`src/rtl/ring_stop.sv`:
```
// ring_stop: per-tile controller joining one tile to the LOTR request and
// response rings.
//   QClk, RstQnnnH        clock, synchronous active-high reset
//   CoreID                this tile's 8-bit ID
//   RingReqIn*/RingRspIn*   ring inputs (Q500)
//   RingReqOut*/RingRspOut* ring outputs (Q502, registered)
//   C2RReq*/C2RRsp*       local request/response to inject, Ready = FIFO not full
//   R2CReq*               inbound request FIFO head toward local memory
//   R2CRsp*               response delivered to core, 1-cycle pulse at Q502
// Traffic crosses the tile in exactly two cycles: Q501 registers the ring
// inputs, and Q502 registers the consume/forward/inject decision.

package ring_stop_pkg;
    typedef logic [3:0] t_opcode;

    typedef struct packed {
        logic [9:0]  requestor;
        t_opcode     opcode;
        logic [31:0] address;
        logic [31:0] data;
    } t_msg;
endpackage

// ring_stop_fifo: small circular FIFO. The caller guards push with !o_full
// and pop with !o_empty.
//   i_clk, i_rst        clock, synchronous active-high reset
//   i_push, i_data      write strobe and payload
//   i_pop               read strobe (head advances)
//   o_head              current head entry
//   o_empty, o_full     occupancy flags
module ring_stop_fifo
    import ring_stop_pkg::*;
#(
    parameter int unsigned DEPTH = 2
) (
    input  logic i_clk,
    input  logic i_rst,
    input  logic i_push,
    input  t_msg i_data,
    input  logic i_pop,
    output t_msg o_head,
    output logic o_empty,
    output logic o_full
);
    localparam int unsigned AW = $clog2(DEPTH);
    localparam logic [AW:0] FULL_CNT = DEPTH[AW:0];

    t_msg          r_mem [DEPTH];
    logic [AW-1:0] r_wptr;
    logic [AW-1:0] r_rptr;
    logic [AW:0]   r_count;

    always_ff @(posedge i_clk) begin
        if (i_push) begin
            r_mem[r_wptr] <= i_data;
        end
    end

    // Pointers are AW bits wide, so they wrap at DEPTH on their own.
    always_ff @(posedge i_clk) begin
        if (i_rst) begin
            r_wptr  <= '0;
            r_rptr  <= '0;
            r_count <= '0;
        end else begin
            if (i_push) begin
                r_wptr <= r_wptr + 1'b1;
            end
            if (i_pop) begin
                r_rptr <= r_rptr + 1'b1;
            end
            case ({i_push, i_pop})
                2'b10:   r_count <= r_count + 1'b1;
                2'b01:   r_count <= r_count - 1'b1;
                default: r_count <= r_count;
            endcase
        end
    end

    assign o_head  = r_mem[r_rptr];
    assign o_empty = (r_count == '0);
    assign o_full  = (r_count == FULL_CNT);
endmodule

module ring_stop
    import ring_stop_pkg::*;
#(
    parameter int unsigned FIFO_DEPTH  = 2,
    parameter int unsigned ADDR_ID_MSB = 31
) (
    input  logic        QClk,
    input  logic        RstQnnnH,
    input  logic [7:0]  CoreID,

    input  logic        RingReqInValidQ500H,
    input  logic [9:0]  RingReqInRequestorQ500H,
    input  t_opcode     RingReqInOpcodeQ500H,
    input  logic [31:0] RingReqInAddressQ500H,
    input  logic [31:0] RingReqInDataQ500H,

    input  logic        RingRspInValidQ500H,
    input  logic [9:0]  RingRspInRequestorQ500H,
    input  t_opcode     RingRspInOpcodeQ500H,
    input  logic [31:0] RingRspInAddressQ500H,
    input  logic [31:0] RingRspInDataQ500H,

    output logic        RingReqOutValidQ502H,
    output logic [9:0]  RingReqOutRequestorQ502H,
    output t_opcode     RingReqOutOpcodeQ502H,
    output logic [31:0] RingReqOutAddressQ502H,
    output logic [31:0] RingReqOutDataQ502H,

    output logic        RingRspOutValidQ502H,
    output logic [9:0]  RingRspOutRequestorQ502H,
    output t_opcode     RingRspOutOpcodeQ502H,
    output logic [31:0] RingRspOutAddressQ502H,
    output logic [31:0] RingRspOutDataQ502H,

    input  logic        C2RReqValid,
    input  logic [9:0]  C2RReqRequestor,
    input  t_opcode     C2RReqOpcode,
    input  logic [31:0] C2RReqAddress,
    input  logic [31:0] C2RReqData,
    output logic        C2RReqReady,

    input  logic        C2RRspValid,
    input  logic [9:0]  C2RRspRequestor,
    input  t_opcode     C2RRspOpcode,
    input  logic [31:0] C2RRspAddress,
    input  logic [31:0] C2RRspData,
    output logic        C2RRspReady,

    output logic        R2CReqValid,
    output logic [9:0]  R2CReqRequestor,
    output t_opcode     R2CReqOpcode,
    output logic [31:0] R2CReqAddress,
    output logic [31:0] R2CReqData,
    input  logic        R2CReqReady,

    output logic        R2CRspValid,
    output logic [9:0]  R2CRspRequestor,
    output t_opcode     R2CRspOpcode,
    output logic [31:0] R2CRspAddress,
    output logic [31:0] R2CRspData
);
    t_msg w_req_in, w_rsp_in, w_c2r_req, w_c2r_rsp;

    logic r_req_v_q501, r_rsp_v_q501;
    t_msg r_req_q501, r_rsp_q501;
    logic r_req_v_q502, r_rsp_v_q502, r_r2c_rsp_v;
    t_msg r_req_q502, r_rsp_q502, r_r2c_rsp;

    t_msg w_oreq_head, w_orsp_head, w_ireq_head;
    logic w_oreq_empty, w_oreq_full, w_orsp_empty, w_orsp_full;
    logic w_ireq_empty, w_ireq_full;
    logic w_oreq_push, w_orsp_push, w_ireq_pop;

    logic w_req_hit, w_in_push, w_req_fwd, w_oreq_pop, w_req_nxt_v;
    logic w_rsp_hit, w_rsp_fwd, w_orsp_pop, w_rsp_nxt_v;
    t_msg w_req_nxt, w_rsp_nxt;

    assign w_req_in  = {RingReqInRequestorQ500H, RingReqInOpcodeQ500H,
                        RingReqInAddressQ500H, RingReqInDataQ500H};
    assign w_rsp_in  = {RingRspInRequestorQ500H, RingRspInOpcodeQ500H,
                        RingRspInAddressQ500H, RingRspInDataQ500H};
    assign w_c2r_req = {C2RReqRequestor, C2RReqOpcode, C2RReqAddress, C2RReqData};
    assign w_c2r_rsp = {C2RRspRequestor, C2RRspOpcode, C2RRspAddress, C2RRspData};

    assign w_oreq_push = C2RReqValid && !w_oreq_full;
    assign w_orsp_push = C2RRspValid && !w_orsp_full;
    assign w_ireq_pop  = !w_ireq_empty && R2CReqReady;

    ring_stop_fifo #(.DEPTH(FIFO_DEPTH)) u_oreq_fifo (
        .i_clk(QClk), .i_rst(RstQnnnH), .i_push(w_oreq_push), .i_data(w_c2r_req),
        .i_pop(w_oreq_pop), .o_head(w_oreq_head), .o_empty(w_oreq_empty),
        .o_full(w_oreq_full)
    );

    ring_stop_fifo #(.DEPTH(FIFO_DEPTH)) u_orsp_fifo (
        .i_clk(QClk), .i_rst(RstQnnnH), .i_push(w_orsp_push), .i_data(w_c2r_rsp),
        .i_pop(w_orsp_pop), .o_head(w_orsp_head), .o_empty(w_orsp_empty),
        .o_full(w_orsp_full)
    );

    ring_stop_fifo #(.DEPTH(FIFO_DEPTH)) u_ireq_fifo (
        .i_clk(QClk), .i_rst(RstQnnnH), .i_push(w_in_push), .i_data(r_req_q501),
        .i_pop(w_ireq_pop), .o_head(w_ireq_head), .o_empty(w_ireq_empty),
        .o_full(w_ireq_full)
    );

    // Slot decision at Q501. A request for this tile that cannot be buffered
    // is forwarded so it recirculates. Injection only fills a slot that is
    // empty or was just consumed, so forwarded traffic always wins.
    always_comb begin
        w_req_hit   = r_req_v_q501 &&
                      (r_req_q501.address[ADDR_ID_MSB -: 8] == CoreID);
        w_in_push   = w_req_hit && !w_ireq_full;
        w_req_fwd   = r_req_v_q501 && !w_in_push;
        w_oreq_pop  = !w_req_fwd && !w_oreq_empty;
        w_req_nxt_v = w_req_fwd || w_oreq_pop;
        w_req_nxt   = '0;
        if (w_req_fwd) begin
            w_req_nxt = r_req_q501;
        end else if (w_oreq_pop) begin
            w_req_nxt = w_oreq_head;
        end

        w_rsp_hit   = r_rsp_v_q501 && (r_rsp_q501.requestor[9:2] == CoreID);
        w_rsp_fwd   = r_rsp_v_q501 && !w_rsp_hit;
        w_orsp_pop  = !w_rsp_fwd && !w_orsp_empty;
        w_rsp_nxt_v = w_rsp_fwd || w_orsp_pop;
        w_rsp_nxt   = '0;
        if (w_rsp_fwd) begin
            w_rsp_nxt = r_rsp_q501;
        end else if (w_orsp_pop) begin
            w_rsp_nxt = w_orsp_head;
        end
    end

    always_ff @(posedge QClk) begin
        if (RstQnnnH) begin
            r_req_v_q501 <= 1'b0;
            r_req_q501   <= '0;
            r_rsp_v_q501 <= 1'b0;
            r_rsp_q501   <= '0;
            r_req_v_q502 <= 1'b0;
            r_req_q502   <= '0;
            r_rsp_v_q502 <= 1'b0;
            r_rsp_q502   <= '0;
            r_r2c_rsp_v  <= 1'b0;
            r_r2c_rsp    <= '0;
        end else begin
            r_req_v_q501 <= RingReqInValidQ500H;
            r_req_q501   <= w_req_in;
            r_rsp_v_q501 <= RingRspInValidQ500H;
            r_rsp_q501   <= w_rsp_in;
            r_req_v_q502 <= w_req_nxt_v;
            r_req_q502   <= w_req_nxt;
            r_rsp_v_q502 <= w_rsp_nxt_v;
            r_rsp_q502   <= w_rsp_nxt;
            r_r2c_rsp_v  <= w_rsp_hit;
            r_r2c_rsp    <= w_rsp_hit ? r_rsp_q501 : '0;
        end
    end

    assign RingReqOutValidQ502H     = r_req_v_q502;
    assign RingReqOutRequestorQ502H = r_req_q502.requestor;
    assign RingReqOutOpcodeQ502H    = r_req_q502.opcode;
    assign RingReqOutAddressQ502H   = r_req_q502.address;
    assign RingReqOutDataQ502H      = r_req_q502.data;

    assign RingRspOutValidQ502H     = r_rsp_v_q502;
    assign RingRspOutRequestorQ502H = r_rsp_q502.requestor;
    assign RingRspOutOpcodeQ502H    = r_rsp_q502.opcode;
    assign RingRspOutAddressQ502H   = r_rsp_q502.address;
    assign RingRspOutDataQ502H      = r_rsp_q502.data;

    assign C2RReqReady = !w_oreq_full;
    assign C2RRspReady = !w_orsp_full;

    // FIFO storage is not reset, so the head is masked while empty.
    assign R2CReqValid     = !w_ireq_empty;
    assign R2CReqRequestor = w_ireq_empty ? '0 : w_ireq_head.requestor;
    assign R2CReqOpcode    = w_ireq_empty ? '0 : w_ireq_head.opcode;
    assign R2CReqAddress   = w_ireq_empty ? '0 : w_ireq_head.address;
    assign R2CReqData      = w_ireq_empty ? '0 : w_ireq_head.data;

    assign R2CRspValid     = r_r2c_rsp_v;
    assign R2CRspRequestor = r_r2c_rsp.requestor;
    assign R2CRspOpcode    = r_r2c_rsp.opcode;
    assign R2CRspAddress   = r_r2c_rsp.address;
    assign R2CRspData      = r_r2c_rsp.data;
endmodule

```
`config.mk`:
```
export PLATFORM = sky130hd
export DESIGN_NAME = ring_stop
export DESIGN_NICKNAME = d
export VERILOG_FILES = /design/src/rtl/ring_stop.sv
export SDC_FILE = /design/constraint.sdc
export NUM_CORES = 1
export LEC_CHECK = 0
export ABC_AREA = 0
export BUFFER_PORTS_ARGS = -buffer_cell sky130_fd_sc_hd__buf_4
export CELL_PAD_IN_SITES_DETAIL_PLACEMENT = 1
export CELL_PAD_IN_SITES_GLOBAL_PLACEMENT = 1
export CORE_MARGIN = 2
export CORE_UTILIZATION = 35
export CTS_BUF_LIST = sky130_fd_sc_hd__clkbuf_4
export CTS_CLUSTER_DIAMETER = 120
export CTS_CLUSTER_SIZE = 8
export DETAILED_ROUTE_END_ITERATION = 10
export HOLD_SLACK_MARGIN = 0.1
export PLACE_DENSITY_LB_ADDON = 0.1
export REMOVE_ABC_BUFFERS = 1
export SETUP_SLACK_MARGIN = 0.4
export SLEW_MARGIN = 20
export SYNTH_ARGS = -nofsm -noshare
export SYNTH_HDL_FRONTEND = slang
export SYNTH_HIERARCHICAL = 1
export SYNTH_SLANG_ARGS = --single-unit
```
`constraint.sdc`:
```
create_clock -name QClk -period 12.7 [get_ports QClk]
set_input_delay 1.905 -clock QClk [delete_from_list [all_inputs] [get_ports QClk]]
set_output_delay 1.905 -clock QClk [all_outputs]
set_load 0.02 [all_outputs]
```
==> results.yml, run 1 <==
global_route:
  grt_overflow: 0
  grt_pass1_vias: 24177
  grt_pass1_wl_mm: 156.6
  grt_use_total_pct: 21.19
  antenna_found_initial: 13
  grt_max_degree: 166
cts:
  htreeDepth: 3
  cts_made_buffers: 119
  clkLatencyLatePin_ns: 1.01
  cts_tree: "yes"
  cts_root_buffer: "clkbuf_4"
  ctsResizeCount: 0
  post-cts-setup-buffer-count: 0
  ctsHoldBuffers: 0
  cts.reportedPaths.clkPinSlew_ns: 0.11
  cts.sinks: 878
  clock_path_buffers: 3
die:
  initial_core_util_pct: 35.31
  rows: 113
  die-area_um2: 98200
  die_w_um: 313.4
  dieHeight_um: 313.4
  ios: 645
  coreArea_um2: 94870
routing:
  post_drt_via_cell_ratio: 5.022
  ant_nets: 0
  drc: 0
  drtIter0Drc: 1231
  drt_first_pass_iters: 5
  routedWlPerCell_um: 23.96
  route.vias.total: 22425
  wl_mm: 107.0
logic_synthesis:
  ys_seq_area_share_pct: 66.46
  synth.cell_area_um2: 33500
  synthFlopType: "edfxtp_1"
  synth_edf_count: 468
  synth-async-reset-ratio_pct: 0
  avgSynthCellArea_um2: 13.40
  synthCells: 2499
  synth-seq-cells: 878
  synth.distinct_cells: 41
  ys_warn_count: 6
cells_and_area:
  area_delta_synth_final_pct: 23.15
  nFillCells: 9974
  layout_common_cells: "buf_4, edfxtp_1, dfxtp_1, nor2b_1, mux2_2"
  nets: 3430
  final_common_cell: "buf_4"
  instances_no_fill: 4465
  final_layout_size_suffix_gt1_share_pct: 37.88
sta:
  setup_viol: 0
  period_share_pct: 40.38
  clock_skew_ns: 0.06200
  hold_violations: 0
  max_freq_ghz: 0.1950
  timing.setup.tns_ns: 0
  max-slew-margin-rel_pct: 23.12
  period_needed_ns: 5.128
  rsz0062_at_grt: "no"
  final_max_slew_viol_count: 0
  worst_pin_slew_ns: 1.153
placement:
  dp_hpwl_mm: 67.89
  dp.cells: 4238
  port_buffers: 644
  gp_congestion: 0.7824
worst_setup_path:
  cp_data_required_time_ns: 10.80
  crit_path_start_kind: "flip-flop"
  crit_type: "reg -> out"
  crit_arrival_ns: 3.22
  cp-end-kind: "output pin"
  cp_max_fo: 57
status:
  status: "complete, no violations"
power_and_ir_drop:
  power_leakage_uw: 0.01561
  power.density_nw_per_um2: 165.1
  peakVddDrop_mv: 0.09725
flow_run:
  cap_violations: 0
hold_path:
  hold_path.class: "reg -> reg"
[flip-flops by register name, indices dropped and copies added (netlist names), 10 cells and up, named ones only]
| name | cells |
|---|---|
| u_ireq_fifo/r_mem | 156 |
| r_req_q501 | 78 |
| RingReqOutRequestorQ502H | 10 |
| R2CRspAddress | 32 |
| R2CRspData | 32 |
| RingReqOutAddressQ502H | 32 |
| RingRspOutDataQ502H | 32 |
| RingRspOutAddressQ502H | 32 |
| r_rsp_q501 | 78 |
| RingReqOutDataQ502H | 32 |
| u_orsp_fifo/r_mem | 156 |
| u_oreq_fifo/r_mem | 156 |
| R2CRspRequestor | 10 |
| RingRspOutRequestorQ502H | 10 |
[metal layers]
layer  wire length (um)  GRT usage (%)  vias up
met5                122              0        -
met4               2564          6.851       16
met3               8589          6.478      158
met2              53410          36.30      729
met1              42310          25.39    11298
li1                   -              -    10224
[area by class of cell]
cell class	count	area [um^2]	share of cell area (%)
antenna	6	15.01	0.03640
inverter	7	27.53	0.06673
clock inverter	7	157.7	0.3822
timing repair buffer	678	5254	12.74
tap	1265	1583	3.837
clock buffer	208	1562	3.785
sequential	878	22280	54.00
multi-input combinational	1416	10380	25.16
[logic make-up (layout without fill, tap and decap cells)]
logic type	after synthesis	after routing	synth area share, %
AND/OR/NAND/NOR	906	906	16.26
multiplexers	312	312	10.20
flip-flops	878	878	66.46
adder cells (fa/ha/maj)	3	3	0.1121
other	0	6	0
AO/OA/AOI/OAI	167	167	3.403
XOR/XNOR	28	28	0.7321
buffers and inverters	205	900	2.835
[synth_stat cells (4+ instances only)]
master	n	area, um^2
dfxtp_1	410	8208
and2_1	82	513.0
a32oi_1	76	665.6
edfxtp_1	468	14050
nand3_1	78	390.4
o21ai_0	80	400.4
xor2_1	6	52.55
a21oi_1	4	20.02
mux2_2	231	2601
or3_1	4	25.02
xnor2_1	22	192.7
nand4_1	82	513.0
clkbuf_1	129	484.2
nor3b_1	78	585.6
nor2b_1	241	1508
inv_1	6	22.52
nor2_1	98	367.9
or3b_1	16	140.1
nand2b_1	78	488.0
nand2_1	79	296.5
mux2i_1	78	780.8
or3b_2	61	534.3
buf_6	15	168.9
buf_2	50	250.2
[path summary, 6_finish.rpt]
kind,from,cells after the start,end,slack [ns]
max,u_ireq_fifo/r_count[1],4,R2CReqAddress[23],7.57
min,r_req_q501[4],0,u_ireq_fifo/r_mem[0][4],0.41
max reg2reg,r_req_q501[62],7,u_ireq_fifo/r_mem[0][54],9.21
min reg2reg,r_req_q501[4],0,u_ireq_fifo/r_mem[0][4],0.41
[power by group]
group / total, uW / switching, uW / internal [uW]
combinational: 1510 / 905 / 604
sequential: 3480 / 139 / 3350
clock: 1820 / 992 / 826
[worst max-delay path, stage by stage (launching register included)]
cell,delay [ns]
dfxtp_1,0.36
nor2_4,0.56
buf_4,0.78
nor2b_1,0.24
buf_4,0.23
[metrics by stage]
step           total power, uW  setup WS [ns]  util, %  hold slack, ns  area, um^2
2_1_floorplan             4352          5.218        -          0.4259       32570
3_3_place_gp              5033          7.328    41.45          0.4340       39320
3_5_place_dp              5079          7.223    41.48          0.4417       39350
4_1_cts                   6925          7.358    43.29          0.4101       41070
5_1_grt                   7152          7.339    43.48          0.4244       41250
6_report                  6811          7.572    43.48          0.4126       41250
Note: power is estimated with default switching activity, not from simulation.
==> run 2, diff against run 1 <==
--- a/config.mk
+++ b/config.mk
@@ -5,7 +5,7 @@
 export SDC_FILE = /design/constraint.sdc
 export NUM_CORES = 1
 export LEC_CHECK = 0
-export ABC_AREA = 0
+export ABC_AREA = 1
 export BUFFER_PORTS_ARGS = -buffer_cell sky130_fd_sc_hd__buf_4
 export CELL_PAD_IN_SITES_DETAIL_PLACEMENT = 1
 export CELL_PAD_IN_SITES_GLOBAL_PLACEMENT = 1
==> constraint.sdc (replaced) <==
create_clock -name QClk -period 4.7 [get_ports QClk]
set_input_delay 0.705 -clock QClk [delete_from_list [all_inputs] [get_ports QClk]]
set_output_delay 0.705 -clock QClk [all_outputs]
set_load 0.02 [all_outputs]
==> run 2 against run 1 <==
  * Clock skew rose by 0.017 ns
  * Global-route usage down 0.25 points
  * Final area increased by 2.0%
  * First-iteration DRC count down 21%
  * Synthesized area is 7.1% lower
  * Critical path type unchanged
  * Largest cell class unchanged
  * Largest power group unchanged
==> results.yml, run 2 <==
status:
  status: "complete, no violations"
worst_setup_path:
  cp_max_fo: 35
  crit_type: "reg -> out"
  cp_slowest_cell: "dfxtp_4"
  crit_path_start_kind: "flip-flop"
  crit_path_frequent_cell: "buf_4"
  slowest_delay_ns: 0.77
  cp_data_required_time_ns: 3.99
  crit_arrival_ns: 2.94
  cp-end-kind: "output pin"
  crit_chain: "buf_4 > mux2_2 > inv_1 > nor2_1 > buf_4"
routing:
  ant_nets: 0
  wl_mm: 97.17
  drtIter0Drc: 972
  post_drt_via_cell_ratio: 4.575
  drt_first_pass_iters: 6
  routedWlPerCell_um: 20.39
  drc: 0
  route.vias.total: 21804
sta:
  rsz0062_at_grt: "no"
  hold_violations: 0
  timing.setup.tns_ns: 0
  max-slew-margin-rel_pct: 26.34
  setup_viol: 0
  period_share_pct: 77.54
  final_max_slew_viol_count: 0
  clock_skew_ns: 0.07862
  max_freq_ghz: 0.2744
  period_needed_ns: 3.644
  fin_hold_ws_ns: 0.2327
  worst_pin_slew_ns: 1.105
cells_and_area:
  multiInputGateArea_um2: 6893
  largest_registers: "u_ireq_fifo/r_mem (156), u_oreq_fifo/r_mem (156), u_orsp_fifo/r_mem (156)"
  final_layout_size_suffix_gt1_share_pct: 31.85
  layout_common_cells: "buf_4, edfxtp_1, dfxtp_1, inv_1, nor2_1"
  register_area_um2: 22280
  nets: 3821
  final_common_cell: "buf_4"
  nFillCells: 9384
  area_delta_synth_final_pct: 35.25
logic_synthesis:
  ys_warn_count: 6
  synth_edf_count: 468
  synth.distinct_cells: 25
  synth-seq-cells: 878
  ys_seq_area_share_pct: 71.54
  ys_top_cells_by_area: "edfxtp_1, dfxtp_1, mux2_2"
  synthCells: 2506
  synth_common_cells: "edfxtp_1, dfxtp_1, inv_1, nor2_1, nand3_1"
  synthFlopType: "edfxtp_1"
  post-synth-top-count-cell: "edfxtp_1"
  synth_top_cell_by_area: "edfxtp_1"
  synth-async-reset-ratio_pct: 0
  avgSynthCellArea_um2: 12.42
  synth.cell_area_um2: 31120
  synth_top_area_share_pct: 45.16
global_route:
  grt_max_degree: 153
  grt_overflow: 0
  antenna_found_initial: 17
  grt_use_total_pct: 20.94
  grt_pass1_vias: 24080
  grt_pass1_wl_mm: 144.8
cts:
  cts_made_buffers: 119
  clock_path_buffers: 3
  cts.sinks: 878
  cts.reportedPaths.clkPinSlew_ns: 0.10
  htreeDepth: 3
  post-cts-setup-buffer-count: 0
  cts_root_buffer: "clkbuf_4"
  cts_tree: "yes"
  ctsHoldBuffers: 328
  ctsResizeCount: 0
  clkLatencyLatePin_ns: 0.93
hold_path:
  hold_path.class: "in -> reg"
placement:
  dp_hpwl_mm: 63.27
  gp_congestion: 0.8177
  port_buffers: 644
flow_run:
  cap_violations: 0
power_and_ir_drop:
  p_comb_share_pct: 19.4
  power.density_nw_per_um2: 411.0
  power_leakage_uw: 0.01755
  seqPwrFrac_pct: 53.2
  p_sw_share_pct: 28.46
  peakVddDrop_mv: 0.2295
  p_int_uw: 12370
  clkPwrFrac_pct: 27.4
  p_sw_uw: 4923
die:
  die_w_um: 302.2
  coreArea_um2: 88240
  ios: 645
  initial_core_util_pct: 35.27
  rows: 109
  die-area_um2: 91310
  dieHeight_um: 302.2
run 2: layout make-up:
cell class | instances | area share (%)
Antenna cell | 12 | 0.07135
Clock buffer | 212 | 3.782
Clock inverter | 7 | 0.1605
Inverter | 360 | 3.229
Multi-Input combinational cell | 1132 | 16.38
Sequential cell | 878 | 52.93
Tap cell | 1165 | 3.464
Timing Repair Buffer | 1000 | 19.98
run 2: worst max-delay path, delay by kind of cell (launching register included):
family	cells	cell delay [ns]
buffers and inverters	3	0.79
multiplexers	1	0.38
AND/OR/NAND/NOR	1	0.08
flip-flops	1	0.77
run 2: layer usage:
layer,up-vias,part of all wire (%),track usage [%]
met5,-,0.081,0
met2,606,50,36.51
met3,150,6.6,5.394
li1,10285,-,-
met1,10751,41,25.29
met4,12,2.4,6.542
run 2: logic make-up after synthesis:
logic type / after synthesis / synth area share (%)
fa+ha+maj: 3 / 0.1206
flops: 878 / 71.54
compound gates: 165 / 2.654
simple gates: 717 / 9.682
buf+inv: 496 / 6.446
xor+xnor: 13 / 0.3659
mux: 234 / 9.192
run 2: metrics by stage:
step           area (um^2)  worst slack, ns  total power, uW  util (%)  cells
3_3_place_gp         37090            1.092            12480     42.04   4206
2_1_floorplan        30460           -2.261            11120         -   2370
6_report             42090            1.056            17300     47.70   4766
5_1_grt              42080           0.8397            18160     47.69   4764
4_1_cts              42030           0.8497            17570     47.64   4753
3_5_place_dp         37090            1.063            12560     42.04   4206
run 2: worst paths after layout:
check                                               end            from  slack, ns  depth (start not counted)
worst max-delay path                      R2CReqData[6]       flip-flop       1.06                          5
worst min-delay path                 u_ireq_fifo/r_rptr     R2CReqReady       0.23                          5
worst max register to register  u_ireq_fifo/r_mem[0][0]  r_req_q501[58]       1.43                          9
worst min register to register           R2CRspData[14]  r_rsp_q501[14]       0.38                          2
run 2: power by group through the flow:
stage	sequential (uW)	combinational [uW]	clock, uW
after floorplan	9590	1530	0
after global placement	9410	3060	0
after detailed placement	9440	3120	0
after CTS	9260	3370	4940
after global routing	9270	3640	5240
final	9200	3360	4740
==> run 3, diff against run 2 <==
==> constraint.sdc (replaced) <==
create_clock -name QClk -period 3.3 [get_ports QClk]
set_input_delay 0.495 -clock QClk [delete_from_list [all_inputs] [get_ports QClk]]
set_output_delay 0.495 -clock QClk [all_outputs]
set_load 0.02 [all_outputs]
==> run 3 against run 2 <==
  * Critical path depth increased by 1
  * Worst setup slack got worse by 0.57 ns
  * Clock skew is 0.010 ns lower
  * Count of clock-buffer cells in the layout shrank 2
==> results.yml, run 3 (synthesis gave the netlist of run 2 again) <==
worst_setup_path:
  r2r_start: "u_ireq_fifo/r_count[1]"
  cp_slowest_cell: "dfxtp_4"
  slowest_delay_ns: 0.40
  crit_type: "reg -> out"
  crit_path_start_kind: "flip-flop"
  crit_path_frequent_cell: "buf_12"
  cp-end-kind: "output pin"
  crit_chain: "buf_12 > buf_12 > mux2_2 > inv_1 > nor2_1 > buf_4"
  crit_family: "buffers and inverters"
  cp_max_fo: 7
  cp_data_required_time_ns: 2.80
  reg2regPathDepth: 13
  cp_num_buf_inv: 4
  crit_arrival_ns: 2.32
  cp.depth: 6
power_and_ir_drop:
  power_leakage_uw: 0.01792
  peakVddDrop_mv: 0.3937
  power.density_nw_per_um2: 576.7
cts:
  cts_root_buffer: "clkbuf_4"
  cts.reportedPaths.clkPinSlew_ns: 0.10
  cts_tree: "yes"
  clock_path_buffers: 3
  htreeDepth: 3
  clkLatencyLatePin_ns: 0.97
  cts_made_buffers: 119
  cts.sinks: 878
die:
  rows: 109
  dieHeight_um: 302.2
  coreArea_um2: 88240
  ios: 645
  initial_core_util_pct: 35.27
  die_w_um: 302.2
  die-area_um2: 91310
cells_and_area:
  final_layout_size_suffix_gt1_share_pct: 33.09
  final_common_cell: "buf_4"
  area_delta_synth_final_pct: 37.89
  largest_registers: "u_ireq_fifo/r_mem (156), u_oreq_fifo/r_mem (156), u_orsp_fifo/r_mem (156)"
  layout_common_cells: "buf_4, edfxtp_1, dfxtp_1, nor2_1, dlygate4sd3_1"
  nets: 3860
  instances_no_fill: 4795
  final_util_pct: 48.63
  nFillCells: 9287
sta:
  period_share_pct: 85.29
  max_freq_ghz: 0.3553
  rsz0062_at_grt: "yes"
  max-slew-margin-rel_pct: 32.28
  clock_skew_ns: 0.06843
  hold_violations: 0
  period_needed_ns: 2.815
  final_max_slew_viol_count: 0
  fin_ws_ns: 0.4854
  setup_viol: 0
  worst_pin_slew_ns: 1.016
hold_path:
  hold_depth: 2
  hold_path_startpoint: "C2RRspData[22]"
  hold_path.class: "in -> reg"
status:
  status: "complete, no violations"
routing:
  wl_mm: 98.51
  post_drt_via_cell_ratio: 4.606
  ant_nets: 0
  drtIter0Drc: 1025
  drt_first_pass_iters: 6
  routedWlPerCell_um: 20.54
  drc: 0
  route.vias.total: 22088
global_route:
  grt_max_degree: 131
  grt_overflow: 0
  grt_use_total_pct: 20.95
  grt_pass1_vias: 24268
  grt_pass1_wl_mm: 145.0
  antenna_found_initial: 14
flow_run:
  cap_violations: 0
placement:
  dp_hpwl_mm: 63.68
  dp.cells: 4218
  gp_congestion: 0.8136
  dp_slack_ns: 0.6574
  port_buffers: 644
run 3: cell count changes in the layout (fill, tap and decap cells not counted), sizes merged:
cell / previous run / this run
buf: 672 / 691
clkinv: 4 / 5
dlygate4sd3: 328 / 341
bufinv: 1 / 2
diode: 12 / 4
inv: 362 / 360
clkbuf: 212 / 217
run 3: final timing paths:
path	to	slack (ns)
max reg2reg	RingReqOutDataQ502H[30]	0.66
max	R2CReqData[20]	0.49
min reg2reg	R2CRspData[6]	0.42
min	u_orsp_fifo/r_mem[1][22]	0.25
run 3: power by group:
group | switching (uW) | internal (uW) | total [uW]
clock | 3790 | 2980 | 6770
combinational | 2730 | 2230 | 4960
sequential | 500 | 12500 | 13000
total | 7030 | 17700 | 24700
run 3: through the flow:
step / setup TNS [ns] / total power [uW] / area, um^2 / hold slack (ns)
3_3_place_gp: 0 / 17830 / 37340 / 0.4175
3_5_place_dp: 0 / 17950 / 37340 / 0.4221
2_1_floorplan: -737.23 / 15840 / 30460 / 0.4084
4_1_cts: 0 / 25100 / 42550 / 0.1327
6_report: 0 / 24740 / 42910 / 0.2548
5_1_grt: 0 / 25950 / 42910 / 0.1717
run 3: layout make-up:
cell class | count | area (um^2) | area share (%)
Antenna cell | 4 | 10.01 | 0.02333
Clock buffer | 210 | 1577 | 3.674
Clock inverter | 7 | 83.83 | 0.1954
Inverter | 360 | 1358 | 3.164
Multi-Input combinational cell | 1132 | 7012 | 16.34
Sequential cell | 878 | 22280 | 51.92
Tap cell | 1165 | 1458 | 3.397
Timing Repair Buffer | 1039 | 9135 | 21.29
run 3: layer usage:
metal  track usage, %  up-vias  share of wire [%]
met1            25.52    10883                 41
met2            36.20      662                 50
li1                 -    10362                  -
met4            6.860       20                2.6
met5                0        -               0.14
met3            5.286      161                6.7
run 3: timing repair:
item / 4_1_cts / 5_1_grt
endpoints found under the setup margin: 78 / 45
hold buffers: 341 / 0
setup buffers: 6 / 0
gates cloned: 1 / 8
gates resized for setup: 10 / 67
hold endpoints to repair: 545 / 0
